===== config.mk =====
export PLATFORM = sky130hd
export DESIGN_NAME = exu_seq_ctrl_flat
export DESIGN_NICKNAME = d
export VERILOG_FILES = /design/src/rtl/exu_seq_ctrl_pkg.sv /design/src/rtl/exu_seq_ctrl_if.sv /design/src/rtl/exu_seq_lat_cnt.sv /design/src/rtl/exu_seq_ctrl.sv /design/src/flat_wrapper.sv
export SDC_FILE = /design/constraint.sdc
export NUM_CORES = 1
export LEC_CHECK = 0
export CORE_AREA = 4 4 173 175
export CTS_CLUSTER_SIZE = 28
export DETAILED_ROUTE_END_ITERATION = 6
export DIE_AREA = 0 0 177 179
export PLACE_DENSITY = 0.66
export SETUP_SLACK_MARGIN = 0.2
export SYNTH_ARGS = -nofsm -noshare
export SYNTH_HDL_FRONTEND = slang
export SYNTH_SLANG_ARGS = --single-unit

===== constraint.sdc =====
create_clock -name clk -period 6.8 [get_ports clk]
set_clock_uncertainty 0.15 [all_clocks]
set_input_delay 1.36 -clock clk [delete_from_list [all_inputs] [get_ports clk]]
set_output_delay 1.36 -clock clk [all_outputs]
set_load 0.05 [all_outputs]

===== src/rtl/exu_seq_ctrl_pkg.sv =====
// Shared types and constants for the EXU sequencing controller.
package exu_seq_ctrl_pkg;

  localparam int ALU_CTRL_W   = 9;
  localparam int BRANCH_SEL_W = 4;

  localparam logic [BRANCH_SEL_W-1:0] BR_NONE = '0;

  typedef enum logic [1:0] {
    ST_IDLE = 2'd0,
    ST_EXEC = 2'd1,
    ST_BUSY = 2'd2,
    ST_DONE = 2'd3
  } state_t;

endpackage


===== src/rtl/exu_seq_ctrl_if.sv =====
// IDU-side bundle, EXU operand/result signals and WBU-side result/PC-update signals.
interface exu_seq_ctrl_if #(
  parameter int WIDTH = 32
);
  import exu_seq_ctrl_pkg::*;

  logic                    in_valid;
  logic                    in_ready;
  logic [WIDTH-1:0]        in_pc;
  logic [WIDTH-1:0]        in_imm;
  logic [WIDTH-1:0]        in_rs1;
  logic [WIDTH-1:0]        in_rs2;
  logic [ALU_CTRL_W-1:0]   in_alu_ctrl;
  logic                    in_s1_sel;
  logic                    in_s2_sel;
  logic [BRANCH_SEL_W-1:0] in_branch_sel;
  logic                    in_mc;

  logic [WIDTH-1:0]        exu_pc;
  logic [WIDTH-1:0]        exu_imm;
  logic [WIDTH-1:0]        exu_rs1;
  logic [WIDTH-1:0]        exu_rs2;
  logic [ALU_CTRL_W-1:0]   exu_alu_ctrl;
  logic                    exu_s1_sel;
  logic                    exu_s2_sel;
  logic [BRANCH_SEL_W-1:0] exu_branch_sel;
  logic [WIDTH-1:0]        exu_alu_result;
  logic [WIDTH-1:0]        exu_next_pc;
  logic [WIDTH-1:0]        exu_pc_add4;

  logic                    out_valid;
  logic                    out_ready;
  logic [WIDTH-1:0]        out_result;
  logic [WIDTH-1:0]        out_next_pc;
  logic                    pc_we;
  logic                    redirect;
  logic                    flush;

  modport slave (
    input  in_valid, in_pc, in_imm, in_rs1, in_rs2, in_alu_ctrl,
           in_s1_sel, in_s2_sel, in_branch_sel, in_mc,
           exu_alu_result, exu_next_pc, exu_pc_add4,
           out_ready, flush,
    output in_ready,
           exu_pc, exu_imm, exu_rs1, exu_rs2, exu_alu_ctrl,
           exu_s1_sel, exu_s2_sel, exu_branch_sel,
           out_valid, out_result, out_next_pc, pc_we, redirect
  );

  modport master (
    output in_valid, in_pc, in_imm, in_rs1, in_rs2, in_alu_ctrl,
           in_s1_sel, in_s2_sel, in_branch_sel, in_mc,
           exu_alu_result, exu_next_pc, exu_pc_add4,
           out_ready, flush,
    input  in_ready,
           exu_pc, exu_imm, exu_rs1, exu_rs2, exu_alu_ctrl,
           exu_s1_sel, exu_s2_sel, exu_branch_sel,
           out_valid, out_result, out_next_pc, pc_we, redirect
  );

endinterface


===== src/rtl/exu_seq_lat_cnt.sv =====
// Multi-cycle occupancy down-counter: loads MC_LAT-2, decrements to zero and holds there.
module exu_seq_lat_cnt #(
  parameter int MC_LAT = 4
) (
  input  logic clk,
  input  logic rst,
  input  logic load,
  input  logic dec,
  output logic zero
);

  localparam int CNT_W = $clog2(MC_LAT);

  logic [CNT_W-1:0] cnt;

  always_ff @(posedge clk or posedge rst) begin
    if (rst) begin
      cnt <= '0;
    end else if (load) begin
      cnt <= CNT_W'(MC_LAT - 2);
    end else if (dec && (cnt != '0)) begin
      cnt <= cnt - 1'b1;
    end
  end

  assign zero = (cnt == '0);

endmodule


===== src/rtl/exu_seq_ctrl.sv =====
// EXU sequencing controller: registers an IDU bundle, holds it for the EXU latency, hands the result to WBU.
// Optional perf counters (perf_retired, perf_stall) are built when EXU_SEQ_PERF_CNT_EN is defined.
module exu_seq_ctrl
  import exu_seq_ctrl_pkg::*;
#(
  parameter int WIDTH  = 32,
  parameter int MC_LAT = 4
) (
  input  logic               clk,
  input  logic               rst,
  exu_seq_ctrl_if.slave      bus
`ifdef EXU_SEQ_PERF_CNT_EN
  ,
  output logic [31:0]        perf_retired,
  output logic [31:0]        perf_stall
`endif
);

  state_t state_q, state_d;

  logic capture, sample, cnt_load, cnt_dec, cnt_zero;
  logic in_ready, pc_we, redirect_q;

  logic [WIDTH-1:0]        pc_q, imm_q, rs1_q, rs2_q, result_q, next_pc_q;
  logic [ALU_CTRL_W-1:0]   alu_ctrl_q;
  logic                    s1_sel_q, s2_sel_q;
  logic [BRANCH_SEL_W-1:0] branch_sel_q;

  exu_seq_lat_cnt #(.MC_LAT(MC_LAT)) u_lat_cnt (
    .clk  (clk),
    .rst  (rst),
    .load (cnt_load),
    .dec  (cnt_dec),
    .zero (cnt_zero)
  );

  always_ff @(posedge clk or posedge rst) begin
    if (rst) state_q <= ST_IDLE;
    else     state_q <= state_d;
  end

  // BUSY hands over to EXEC once the counter drains, so EXEC is the single sampling point.
  always_comb begin
    state_d  = state_q;
    in_ready = 1'b0;
    sample   = 1'b0;
    cnt_dec  = 1'b0;
    pc_we    = 1'b0;
    capture  = 1'b0;
    cnt_load = 1'b0;
    case (state_q)
      ST_IDLE: in_ready = 1'b1;
      ST_EXEC: begin
        sample  = 1'b1;
        state_d = ST_DONE;
      end
      ST_BUSY: begin
        if (cnt_zero) state_d = ST_EXEC;
        else          cnt_dec = 1'b1;
      end
      ST_DONE: begin
        in_ready = bus.out_ready;
        if (bus.out_ready) begin
          pc_we   = 1'b1;
          state_d = ST_IDLE;
        end
      end
      default: state_d = ST_IDLE;
    endcase
    if (bus.flush) begin
      in_ready = 1'b0;
      pc_we    = 1'b0;
      sample   = 1'b0;
      state_d  = ST_IDLE;
    end
    capture = bus.in_valid && in_ready;
    if (capture) begin
      state_d  = bus.in_mc ? ST_BUSY : ST_EXEC;
      cnt_load = bus.in_mc;
    end
  end

  always_ff @(posedge clk or posedge rst) begin
    if (rst) begin
      pc_q         <= '0;
      imm_q        <= '0;
      rs1_q        <= '0;
      rs2_q        <= '0;
      alu_ctrl_q   <= '0;
      s1_sel_q     <= 1'b0;
      s2_sel_q     <= 1'b0;
      branch_sel_q <= '0;
    end else if (capture) begin
      pc_q         <= bus.in_pc;
      imm_q        <= bus.in_imm;
      rs1_q        <= bus.in_rs1;
      rs2_q        <= bus.in_rs2;
      alu_ctrl_q   <= bus.in_alu_ctrl;
      s1_sel_q     <= bus.in_s1_sel;
      s2_sel_q     <= bus.in_s2_sel;
      branch_sel_q <= bus.in_branch_sel;
    end
  end

  always_ff @(posedge clk or posedge rst) begin
    if (rst) begin
      result_q   <= '0;
      next_pc_q  <= '0;
      redirect_q <= 1'b0;
    end else if (sample) begin
      result_q   <= bus.exu_alu_result;
      next_pc_q  <= bus.exu_next_pc;
      redirect_q <= (bus.exu_next_pc != bus.exu_pc_add4);
    end
  end

  assign bus.in_ready       = in_ready;
  assign bus.exu_pc         = pc_q;
  assign bus.exu_imm        = imm_q;
  assign bus.exu_rs1        = rs1_q;
  assign bus.exu_rs2        = rs2_q;
  assign bus.exu_alu_ctrl   = alu_ctrl_q;
  assign bus.exu_s1_sel     = s1_sel_q;
  assign bus.exu_s2_sel     = s2_sel_q;
  assign bus.exu_branch_sel = branch_sel_q;
  assign bus.out_valid      = (state_q == ST_DONE);
  assign bus.out_result     = result_q;
  assign bus.out_next_pc    = next_pc_q;
  assign bus.pc_we          = pc_we;
  assign bus.redirect       = pc_we && redirect_q;

`ifdef EXU_SEQ_PERF_CNT_EN
  always_ff @(posedge clk or posedge rst) begin
    if (rst) begin
      perf_retired <= '0;
      perf_stall   <= '0;
    end else begin
      if (pc_we && (perf_retired != 32'hFFFF_FFFF))
        perf_retired <= perf_retired + 32'd1;
      if (((state_q == ST_DONE && !bus.out_ready) || state_q == ST_BUSY) &&
          (perf_stall != 32'hFFFF_FFFF))
        perf_stall <= perf_stall + 32'd1;
    end
  end
`endif

endmodule


===== src/flat_wrapper.sv =====
// flat-port wrapper written by rule: the top's interface ports become plain ports
module exu_seq_ctrl_flat import exu_seq_ctrl_pkg::*;
#(
  parameter int WIDTH  = 32,
  parameter int MC_LAT = 4
)
  (clk, rst, bus_in_valid, bus_in_pc, bus_in_imm, bus_in_rs1, bus_in_rs2, bus_in_alu_ctrl, bus_in_s1_sel, bus_in_s2_sel, bus_in_branch_sel, bus_in_mc, bus_exu_alu_result, bus_exu_next_pc, bus_exu_pc_add4, bus_out_ready, bus_flush, bus_in_ready, bus_exu_pc, bus_exu_imm, bus_exu_rs1, bus_exu_rs2, bus_exu_alu_ctrl, bus_exu_s1_sel, bus_exu_s2_sel, bus_exu_branch_sel, bus_out_valid, bus_out_result, bus_out_next_pc, bus_pc_we, bus_redirect);
  exu_seq_ctrl_if #(.WIDTH(WIDTH)) bus_i ();
  input  logic clk;
  input  logic rst;
  input wire logic [$bits(bus_i.in_valid)-1:0] bus_in_valid;
  input wire logic [$bits(bus_i.in_pc)-1:0] bus_in_pc;
  input wire logic [$bits(bus_i.in_imm)-1:0] bus_in_imm;
  input wire logic [$bits(bus_i.in_rs1)-1:0] bus_in_rs1;
  input wire logic [$bits(bus_i.in_rs2)-1:0] bus_in_rs2;
  input wire logic [$bits(bus_i.in_alu_ctrl)-1:0] bus_in_alu_ctrl;
  input wire logic [$bits(bus_i.in_s1_sel)-1:0] bus_in_s1_sel;
  input wire logic [$bits(bus_i.in_s2_sel)-1:0] bus_in_s2_sel;
  input wire logic [$bits(bus_i.in_branch_sel)-1:0] bus_in_branch_sel;
  input wire logic [$bits(bus_i.in_mc)-1:0] bus_in_mc;
  input wire logic [$bits(bus_i.exu_alu_result)-1:0] bus_exu_alu_result;
  input wire logic [$bits(bus_i.exu_next_pc)-1:0] bus_exu_next_pc;
  input wire logic [$bits(bus_i.exu_pc_add4)-1:0] bus_exu_pc_add4;
  input wire logic [$bits(bus_i.out_ready)-1:0] bus_out_ready;
  input wire logic [$bits(bus_i.flush)-1:0] bus_flush;
  output wire logic [$bits(bus_i.in_ready)-1:0] bus_in_ready;
  output wire logic [$bits(bus_i.exu_pc)-1:0] bus_exu_pc;
  output wire logic [$bits(bus_i.exu_imm)-1:0] bus_exu_imm;
  output wire logic [$bits(bus_i.exu_rs1)-1:0] bus_exu_rs1;
  output wire logic [$bits(bus_i.exu_rs2)-1:0] bus_exu_rs2;
  output wire logic [$bits(bus_i.exu_alu_ctrl)-1:0] bus_exu_alu_ctrl;
  output wire logic [$bits(bus_i.exu_s1_sel)-1:0] bus_exu_s1_sel;
  output wire logic [$bits(bus_i.exu_s2_sel)-1:0] bus_exu_s2_sel;
  output wire logic [$bits(bus_i.exu_branch_sel)-1:0] bus_exu_branch_sel;
  output wire logic [$bits(bus_i.out_valid)-1:0] bus_out_valid;
  output wire logic [$bits(bus_i.out_result)-1:0] bus_out_result;
  output wire logic [$bits(bus_i.out_next_pc)-1:0] bus_out_next_pc;
  output wire logic [$bits(bus_i.pc_we)-1:0] bus_pc_we;
  output wire logic [$bits(bus_i.redirect)-1:0] bus_redirect;
  assign bus_i.in_valid = bus_in_valid;
  assign bus_i.in_pc = bus_in_pc;
  assign bus_i.in_imm = bus_in_imm;
  assign bus_i.in_rs1 = bus_in_rs1;
  assign bus_i.in_rs2 = bus_in_rs2;
  assign bus_i.in_alu_ctrl = bus_in_alu_ctrl;
  assign bus_i.in_s1_sel = bus_in_s1_sel;
  assign bus_i.in_s2_sel = bus_in_s2_sel;
  assign bus_i.in_branch_sel = bus_in_branch_sel;
  assign bus_i.in_mc = bus_in_mc;
  assign bus_i.exu_alu_result = bus_exu_alu_result;
  assign bus_i.exu_next_pc = bus_exu_next_pc;
  assign bus_i.exu_pc_add4 = bus_exu_pc_add4;
  assign bus_i.out_ready = bus_out_ready;
  assign bus_i.flush = bus_flush;
  assign bus_in_ready = bus_i.in_ready;
  assign bus_exu_pc = bus_i.exu_pc;
  assign bus_exu_imm = bus_i.exu_imm;
  assign bus_exu_rs1 = bus_i.exu_rs1;
  assign bus_exu_rs2 = bus_i.exu_rs2;
  assign bus_exu_alu_ctrl = bus_i.exu_alu_ctrl;
  assign bus_exu_s1_sel = bus_i.exu_s1_sel;
  assign bus_exu_s2_sel = bus_i.exu_s2_sel;
  assign bus_exu_branch_sel = bus_i.exu_branch_sel;
  assign bus_out_valid = bus_i.out_valid;
  assign bus_out_result = bus_i.out_result;
  assign bus_out_next_pc = bus_i.out_next_pc;
  assign bus_pc_we = bus_i.pc_we;
  assign bus_redirect = bus_i.redirect;
  exu_seq_ctrl #(.WIDTH(WIDTH), .MC_LAT(MC_LAT)) u_core (.clk(clk), .rst(rst), .bus(bus_i));
endmodule

# [Word level (Yosys, flattened, before mapping)]
# Cells that the tools add are included.
[word_totals] input_bits=245 latchBits=0 word_cells=47 regBits=212 rom_bits=0 memories=0 out_inout_bits=211 ramBits=0
[classes] mul=0 mux=18 eq_ne=6 n_addsub=1 bitwise=0 shift=0 reduce_logical=9 order_cmp=0 div_mod_pow=0
[ops] cell="$ne 32x32->1" count=1
[ops] cell="$mux 2" count=7
[ops] cell="$mux 1" count=9
[ops] cell="$pmux 2 s3" count=1
[ops] cell="$reduce_bool 5->1" count=1
[ops] cell="$eq 2x2->1 const B" count=2
[ops] cell="$logic_not 2->1" count=2
[ops] cell="$ne 4x2->1 const B" count=1
[ops] cell="$ne 4x3->1 const B" count=1
[ops] cell="$reduce_bool 2->1" count=2
[ops] cell="$logic_and 1x1->1" count=3
[ops] cell="$reduce_and 3->1" count=1
[ops] cell="$eq 2x1->1 const B" count=1
[ops] cell="$pmux 1 s2" count=1
[ops] cell="$sub 2x1->2 const B" count=1

# [Depth between registers and ports, before layout]
[depth] word_depth=6 mapped_depth=9 ltp_nobuf=7

# [By module]
# Synthesis repeated with hierarchy kept, for this count alone.
[unflattened] cells_unflattened=661 hier_area_um2=8868.5
[modules_own_cells] module="exu_seq_ctrl" cells_each=648 n_inst=1 seq_area_each_um2=5255.0 area_per_inst_um2=8740.9
[modules_own_cells] module="exu_seq_lat_cnt" cells_each=13 n_inst=1 seq_area_each_um2=50.0 area_per_inst_um2=127.6

# [Worst setup path after synthesis]
# No wires, ideal clock.
[synth_path] path_kind="input port to output port" startpoint="input bus_out_ready" endpoint="output bus_redirect" required_time_ns=5.290 path_buffers=0 arrival_time_ns=2.632 slack_ns=2.658 path_stages=3 path_cell_list="nand2_1 > nor2_1 > and2_1"
[synth_via] elab_chain_cells=4
[synth_rtl] element="from (decl)" line="flat_wrapper.sv:24" source="input wire logic [$bits(bus_i.out_ready)-1:0] bus_out_ready;"
[synth_rtl] element="$mux 1" line="exu_seq_ctrl.sv:63" source="if (bus.out_ready) begin"
[synth_rtl] element="$mux 1" line="exu_seq_ctrl.sv:51" source="case (state_q)"
[synth_rtl] element="$mux 1" line="exu_seq_ctrl.sv:70" source="if (bus.flush) begin"
[synth_rtl] element="via bus_pc_we" line="flat_wrapper.sv:38" source="output wire logic [$bits(bus_i.pc_we)-1:0] bus_pc_we;"
[synth_rtl] element="$logic_and 1x1->1" line="exu_seq_ctrl.sv:130" source="assign bus.redirect = pc_we && redirect_q;"
[synth_rtl] element="to (decl)" line="flat_wrapper.sv:39" source="output wire logic [$bits(bus_i.redirect)-1:0] bus_redirect;"
# The timed path passes the listed nets, and every way through them passes these cells.

# [Worst setup path in the final report]
[layout_path] startpoint="input bus_flush" endpoint="output bus_redirect"
[layout_via] elab_chain_cells=2
[layout_rtl] element="from (decl)" line="flat_wrapper.sv:25" source="input wire logic [$bits(bus_i.flush)-1:0] bus_flush;"
[layout_rtl] element="$mux 1" line="exu_seq_ctrl.sv:70"
[layout_rtl] element="$logic_and 1x1->1" line="exu_seq_ctrl.sv:130"
# No other way between the ends.

==> impl_metrics.json <==
{
  "antenna_found_initial": 0,
  "p_leak_nw": 6.47,
  "insertedDiodeCount": 0,
  "dp.cells": 1630,
  "critPathKind": "input port to output pin",
  "hold_buffers": 0,
  "cpMostUsedCell": "clkdlybuf4s50_1",
  "fmax_mhz": 214,
  "post_drt_via_cell_ratio": 4.27,
  "grt_start_max_net_pins": 126,
  "post_drt_wl_per_cell_um": 17.0,
  "areaGrowthSynthToFinish_pct": 66.9,
  "synthSimpleGateAreaFrac_pct": 20.9,
  "path_clk_slew_ps": 50,
  "yosysSeqAreaShare_pct": 62.6,
  "yosysUniqueCellTypes": 26,
  "power.internal_mw": 4.07,
  "drc": 0,
  "grt.total_usage_pct": 16.8,
  "initial_core_util_pct": 29.7,
  "synth_mux_area_share_pct": 8.63,
  "grt_pass1_wl_um": 41900,
  "hold_violations": 0,
  "max_stage_delay_ps": 800,
  "chipWidth_um": 177,
  "worst_path_max_delay_cell": "clkdlybuf4s50_1",
  "core_area_um2": 28500,
  "grt_overflow": 0,
  "critPathLaunchType": "input port",
  "cp.required_ps": 5290,
  "cts_setup_buffers": 0,
  "synth_nets": 1073,
  "p_comb_share_pct": 56.0,
  "first_pass_iters": 4,
  "syn_area_per_cell_um2": 10.3,
  "grt_pass1_vias": 7326,
  "synth_most_common_cell": "nand2_1",
  "gp_congestion": 0.775,
  "synth-compound-area-share_pct": 0.561,
  "worst_slew_pin_slew_ps": 997,
  "crit_chain": "clkdlybuf4s50_1 > nor2_1 > and2_1 > clkdlybuf4s50_1",
  "io_pins": 456,
  "h-tree-depth": 1,
  "powerDensity_nw_per_um2": 554,
  "reg2reg_slack_ps": 3880,
  "ys.flop_type": "dfrtp_1",
  "drv_cap": 0,
  "finalWirelength_um": 28400,
  "clk_latency_ps": 520,
  "clkSinkCount": 212,
  "min_period_ps": 4680,
  "rsz0062_at_grt": "no",
  "first_iter_violations": 256,
  "async_reset_ff_share_pct": 100,
  "period_share_pct": 68.9,
  "synth_area_um2": 8470,
  "synth_edf_count": 0,
  "cts_tree": "yes",
  "hp-class": "flip-flop to flip-flop",
  "pwr-share-seq_pct": 27.7,
  "p_switching_mw": 3.76,
  "finalSetupViolCount": 0,
  "io_buffers": 455,
  "slew_violations": 0,
  "end_kind": "output pin",
  "synth_area_leader_cell": "dfrtp_1",
  "ir_drop_uv": 325,
  "post_cts_resized": 0,
  "clockBufferDepth": 3,
  "synth_top_family_by_area": "simple AND/OR/NAND/NOR gates",
  "relSlewSlack_pct": 33.6,
  "drive_gt1_share_pct": 8.92,
  "cts_root_buf": "clkbuf_16",
  "final.setup.tns_ps": 0,
  "swShare_pct": 48.1,
  "synthTopCellsByCount": "nand2_1, dfrtp_1, mux2_2, buf_4, xnor2_1",
  "stdcell_count": 1673,
  "dp_hpwl_um": 21000,
  "cp.arrival_ps": 3170,
  "nets": 1524,
  "ant_nets": 0,
  "rows": 62,
  "synthAdderAreaFrac_pct": 0.887,
  "synth_seq_cells": 212,
  "die_area_um2": 31700,
  "die_h_um": 179,
  "n_fill_cell": 2641,
  "synth-xor-area-share_pct": 3.41,
  "status": "completed",
  "p_clk_share_pct": 16.3,
  "netlist.area_leader.share_pct": 62.6,
  "cts_buffers": 25,
  "yosys-top-cells-area": "dfrtp_1, nand2_1, mux2_2, xnor2_1, buf_4",
  "via_count": 7140,
  "syn_inst": 822,
  "cp_max_fo": 5,
  "yosys_warnings": 0
}
## state kept, by name, indices dropped and copies added, names as in the netlist
signal and cells:
u_core.bus.out_next_pc 32, u_core.redirect_q 1, u_core.u_lat_cnt.cnt 2, u_core.state_q 2, u_core.bus.exu_rs1 32, u_core.bus.out_result 32
u_core.bus.exu_s2_sel 1, u_core.bus.exu_alu_ctrl 9, u_core.bus.exu_pc 32, u_core.bus.exu_rs2 32, u_core.bus.exu_imm 32, u_core.bus.exu_s1_sel 1
u_core.bus.exu_branch_sel 4
## path summary, 6_finish.rpt
kind	startpoint	to	depth (start not counted)
max in group asynchronous	rst	u_core.bus.exu_rs1[4]$_DFFE_PP0P_	4
setup / recovery	bus_flush	bus_redirect	4
hold / removal	u_core.bus.exu_rs2[3]$_DFFE_PP0P_	u_core.bus.exu_rs2[3]$_DFFE_PP0P_	2
min in group asynchronous	rst	u_core.bus.exu_alu_ctrl[2]$_DFFE_PP0P_	3
hold reg to reg	u_core.bus.exu_rs2[3]$_DFFE_PP0P_	u_core.bus.exu_rs2[3]$_DFFE_PP0P_	2
setup reg to reg	u_core.state_q[1]$_DFFE_PP0P_	u_core.bus.exu_pc[1]$_DFFE_PP0P_	7
## metal layers
layer,vias up,track usage [%],wire (um)
li1,3462,-,-
met1,3325,19.6,10800
met2,318,28.6,13700
met3,35,7.11,3340
met4,0,4.35,546
met5,-,0,0
## cells in the final DEF, fill, tap and decap left out, types with 2 or more instances in the layout
cell type | netlist | final
clkdlybuf4s50_1 | 0 | 455
nand2_1 | 433 | 433
dfrtp_1 | 212 | 212
mux2_2 | 64 | 64
clkbuf_16 | 0 | 25
xnor2_1 | 18 | 18
xor2_1 | 15 | 15
ha_1 | 6 | 6
clkinv_2 | 0 | 6
buf_4 | 20 | 6
nand4_1 | 5 | 5
clkbuf_1 | 8 | 5
inv_1 | 5 | 4
nor4_1 | 4 | 4
clkbuf_8 | 0 | 4
nor2_1 | 3 | 3
a21oi_1 | 2 | 2
nor2b_1 | 3 | 2
nor3_1 | 2 | 2
o21ai_0 | 2 | 2
clkinvlp_4 | 0 | 2
## worst max-delay path, delay by kind of cell
family / cells / cell delay, ps
AND/OR/NAND/NOR: 2 / 440
buffers and inverters: 2 / 1370
## power groups by stage
stage               combinational, mW  clock (mW)  sequential (mW)
floorplan                       0.810           0             4.18
global placement                 4.41           0             2.16
detailed placement               4.43           0             2.18
CTS                              4.44        1.33             2.17
global route                     4.61        1.37             2.25
finish                           4.39        1.28             2.17
## through the flow
| step | area (um^2) | worst slack (ps) | util (%) | hold slack, ps | total power, mW |
|---|---|---|---|---|---|
| 5_1_grt | 14100 | 2050 | 49.6 | 346 | 8.23 |
| 3_5_place_dp | 13400 | 2130 | 46.9 | 311 | 6.61 |
| 4_1_cts | 14100 | 2120 | 49.6 | 326 | 7.94 |
| 3_3_place_gp | 13400 | 2110 | 46.9 | 307 | 6.57 |
| 2_1_floorplan | 8470 | 2530 | - | 324 | 4.99 |
| 6_report | 14100 | 2120 | 49.6 | 322 | 7.83 |
## cell families after synthesis
logic type	count (synthesis)
fa+ha+maj	6
mux	65
simple gates	456
compound gates	7
buf+inv	43
flops	212
xor+xnor	33
## layout make-up
| type | count | area [um^2] | area share [%] |
|---|---|---|---|
| repair buffers | 462 | 4620 | 32.7 |
| flip-flops and latches | 212 | 5310 | 37.5 |
| clock inverters | 9 | 76.3 | 0.540 |
| clock buffers | 34 | 699 | 4.95 |
| multi-input cells | 567 | 2930 | 20.7 |
| inverters | 5 | 22.5 | 0.159 |
| well taps | 384 | 480 | 3.40 |
Note: power is estimated with default switching activity, not from simulation.
==> RTL change 1 (same flow settings) <==
Set the package constant `ALU_CTRL_W` to 7 (it was 9).
--- a/src/rtl/exu_seq_ctrl_pkg.sv
+++ b/src/rtl/exu_seq_ctrl_pkg.sv
@@ -3,3 +3,3 @@
 
-  localparam int ALU_CTRL_W   = 9;
+  localparam int ALU_CTRL_W   = 7;
   localparam int BRANCH_SEL_W = 4;
Interface: changed (resized bus_exu_alu_ctrl and bus_in_alu_ctrl); port bits go from 456 to 452. No check against the original RTL was run, so the function may have changed too.
==> RTL change 1 against the original RTL <==
Cell area is 0.77% lower. Utilization fell by 0.38 points. Synthesized area decreased by 1.3%. Register-to-register slack lost 0.21 ns. Setup slack got worse by 0.050 ns. Synthesized cell count is 0.97% lower. Total power is 0.67% lower. First-iteration DRC count up 25%. Non-clock buffer count is 5 lower. Sequential power fell by 2%. Die area did not move. Wire length grew 0.20%. Sequential cell count decreased by 2. Largest cell class unchanged.
==> RTL change 1: results (changes against the original RTL) <==
multiplexer area fraction after synthesis 0.0874 (was 0.0863); post-synthesis xor/xnor area fraction 0.0346 (was 0.0341); DR top layer met5 (was met4); Leak Pwr 0.00641 uW (was 0.00647 uW); wire length on met2 14100 um (was 13700 um); post-synthesis sequential area ratio 0.628 (was 0.626); cts bufs inserted 24 (was 25); DR iter-0 viols 320 (was 256); GR Util met2 0.296 (was 0.286); met1 Use GR 0.190 (was 0.196); result of the run complete, no violations (unchanged); largest cells by area after synthesis dfrtp_1 (63%), nand2_1 (19%), mux2_2 (8.6%), xnor2_1 (1.9%), xor2_1 (1.6%) (was dfrtp_1 (63%), nand2_1 (19%), mux2_2 (8.5%), xnor2_1 (1.9%), buf_4 (1.8%)); final core occ 0.493 (was 0.496); synthesis-stage register bit count 210 (was 212); met3 WL 3130 um (was 3340 um); multi-input combinational area share 0.207 (about the same); Reg-to-Reg Start u_core.state_q[0] (was u_core.state_q[1]); vias in the first global route 7365 (was 7326); post-synthesis cell count 814 (was 822); number of fill cells 2626 (was 2641); Mapped Nets 1063 (was 1073); IO Port Bufs 451 (was 455); number of multi-input logic gates 561 (was 567); R2R Setup Slk 3.67 ns (was 3.88 ns); CP arrival 3.22 ns (was 3.17 ns); NumNets Final 1508 (was 1524); Vias 7096 (was 7140); DP Cell Count 1617 (was 1630)
[RTL change 1: worst min path at each step]
stage / cells after the start / slack, ns / to / startpoint
floorplan: 1 / 0.32 / u_core.redirect_q / u_core.redirect_q
global placement: 2 / 0.31 / u_core.bus.exu_rs1[16] / u_core.bus.exu_rs1[16]
detailed placement: 2 / 0.31 / u_core.bus.exu_alu_ctrl[5] / u_core.bus.exu_alu_ctrl[5]
CTS: 2 / 0.33 / u_core.bus.exu_alu_ctrl[5] / u_core.bus.exu_alu_ctrl[5]
global route: 2 / 0.34 / u_core.bus.exu_alu_ctrl[5] / u_core.bus.exu_alu_ctrl[5]
finish: 2 / 0.32 / u_core.bus.exu_rs1[30] / u_core.bus.exu_rs1[30]
[RTL change 1: critical path: stages]
cell and delay (ns):
clkdlybuf4s50_1 0.55, nor3_2 0.42, clkdlybuf4s50_1 0.90
==> RTL change 2 (same flow settings) <==
Made on the original files. Register the output `bus.redirect`, without a reset; this adds one clock of latency there.
--- a/src/rtl/exu_seq_ctrl.sv
+++ b/src/rtl/exu_seq_ctrl.sv
@@ -129,3 +129,5 @@
   assign bus.pc_we          = pc_we;
-  assign bus.redirect       = pc_we && redirect_q;
+  always_ff @(posedge clk) begin
+    bus.redirect <= pc_we && redirect_q;
+  end
 
Formal check against the unedited RTL: not equivalent (a bounded check fails within 4 cycles, from zero or initial values and one cycle with rst high).
==> RTL change 2 against the original RTL <==
Setup slack got worse by 0.00075 ns. Sequential cell count rose by 1. Sequential share of layout area barely moved. Combinational power barely moved. Wire length fell by 2.1%. Synthesized area rose by 0.24%. Global-route usage fell by 0.30 points. Largest cell class unchanged. Cell area rose by 0.28%. Total power rose by 0.22%. Count of clock-buffer cells in the layout rose by 1. First-iteration DRC count rose by 7.0%.
==> RTL change 2: results (changes against the original RTL) <==
result of the run complete, no violations (unchanged); layout cells sized above 1 0.0896 (was 0.0892); syn avg cell area 10.3 sq um (about the same); dpl hpwl 20700 um (was 21000 um); synth unique cells 27 (was 26); FFs w/ async S/R, synth 0.995 (was 1.00); Leak Pwr 0.00649 uW (was 0.00647 uW); drt total wl 27800 um (was 28400 um); clock tree buffer depth 3 (unchanged); critical-path maximum fanout 5 (unchanged); Clock transition at path regs 0.06 ns; number of fill cells 2635 (was 2641); vias in the first global route 7530 (was 7326); largest cells by area after synthesis dfrtp_1 (63%), nand2_1 (19%), mux2_2 (8.5%), xnor2_1 (1.9%), buf_4 (1.8%) (unchanged); dpl ws 2.08 ns (was 2.13 ns); DR iter-0 viols 274 (was 256); ys flop type dfrtp_1 (unchanged); GP Congestion 0.823 (was 0.775); Post-CTS Setup Inserts 0 (unchanged); gr usage total 0.165 (was 0.168); Slew headroom 0.329 (was 0.336); via-per-instance ratio 4.28 (was 4.27); ANT cells 0 (unchanged); CTS resizes 0 (unchanged); first-pass GRT wire length 41700 um (was 41900 um); IO Port Bufs 455 (unchanged); DP Cell Count 1633 (was 1630); largest net degree at the start of global routing 90 (was 126); H-Tree Level Count 1 (unchanged); CTS root buf clkbuf_16 (unchanged); peak supply drop 0.000312 V (was 0.000325 V); post-synthesis sequential area ratio 0.627 (was 0.626); NumNets Final 1527 (was 1524); cts hold-fix bufs 0 (unchanged); P_sw 3750 uW (was 3760 uW); Min-Delay Path Class flop to flop (unchanged); final std cells w/o fill 1678 (was 1673); Mapped Nets 1074 (was 1073); Syn. warnings 0 (unchanged)
-- RTL change 2: power groups by stage --
| stage | registers, uW | clock network, uW | logic (uW) |
|---|---|---|---|
| 3_3_place_gp | 2150 | 0 | 4390 |
| 3_5_place_dp | 2180 | 0 | 4430 |
| 4_1_cts | 2170 | 1360 | 4440 |
| 6_report | 2160 | 1300 | 4390 |
| 2_1_floorplan | 4190 | 0 | 809 |
| 5_1_grt | 2250 | 1410 | 4610 |
-- RTL change 2: metrics by stage --
step	power (uW)	instance area, sq um	hold WS (ns)
2_1_floorplan	5000	8490	0.297
3_3_place_gp	6540	13400	0.307
3_5_place_dp	6610	13400	0.311
4_1_cts	7960	14200	0.325
5_1_grt	8270	14200	0.337
6_report	7850	14200	0.320
-- RTL change 2: final timing paths --
path,start,endpoint,slack [ns],depth (start not counted)
max,bus_flush,bus_in_ready,2.12,3
min,u_core.bus.exu_pc[9],u_core.bus.exu_pc[9],0.32,2
max reg2reg,u_core.state_q[0],u_core.bus.exu_imm[10],3.90,7
min reg2reg,u_core.bus.exu_pc[9],u_core.bus.exu_pc[9],0.32,2
max in group asynchronous,rst,u_core.bus.exu_imm[7],3.96,4
min in group asynchronous,rst,u_core.bus.exu_rs2[25],1.27,3
-- RTL change 2: worst max-delay path, cell delays in order --
cell and delay [ns]:
clkdlybuf4s50_1 0.58, nor3_4 0.34, clkdlybuf4s50_1 0.89
-- RTL change 2: final cells by class --
type	count	area (sq um)	share of cell area
Inverter	5	22.5	0.00159
Multi-Input combinational cell	567	2930	0.207
Tap cell	384	480	0.0339
Timing Repair Buffer	464	4620	0.326
Clock buffer	35	683	0.0482
Sequential cell	213	5330	0.376
Clock inverter	10	110	0.00777
-- RTL change 2: cells by family after synthesis --
| kind of cell | synth area share |
|---|---|
| simple gates | 0.209 |
| xor+xnor | 0.0341 |
| buf+inv | 0.0293 |
| flops | 0.627 |
| compound gates | 0.00560 |
| fa+ha+maj | 0.00884 |
| mux | 0.0861 |
-- RTL change 2: per-layer routing --
layer  wire (um)  vias to the layer above  GRT usage
met1       10600                     3345      0.189
met5           0                        -          0
met2       13500                      315      0.285
li1            -                     3474          -
met4         713                        0     0.0490
met3        2960                       51     0.0650
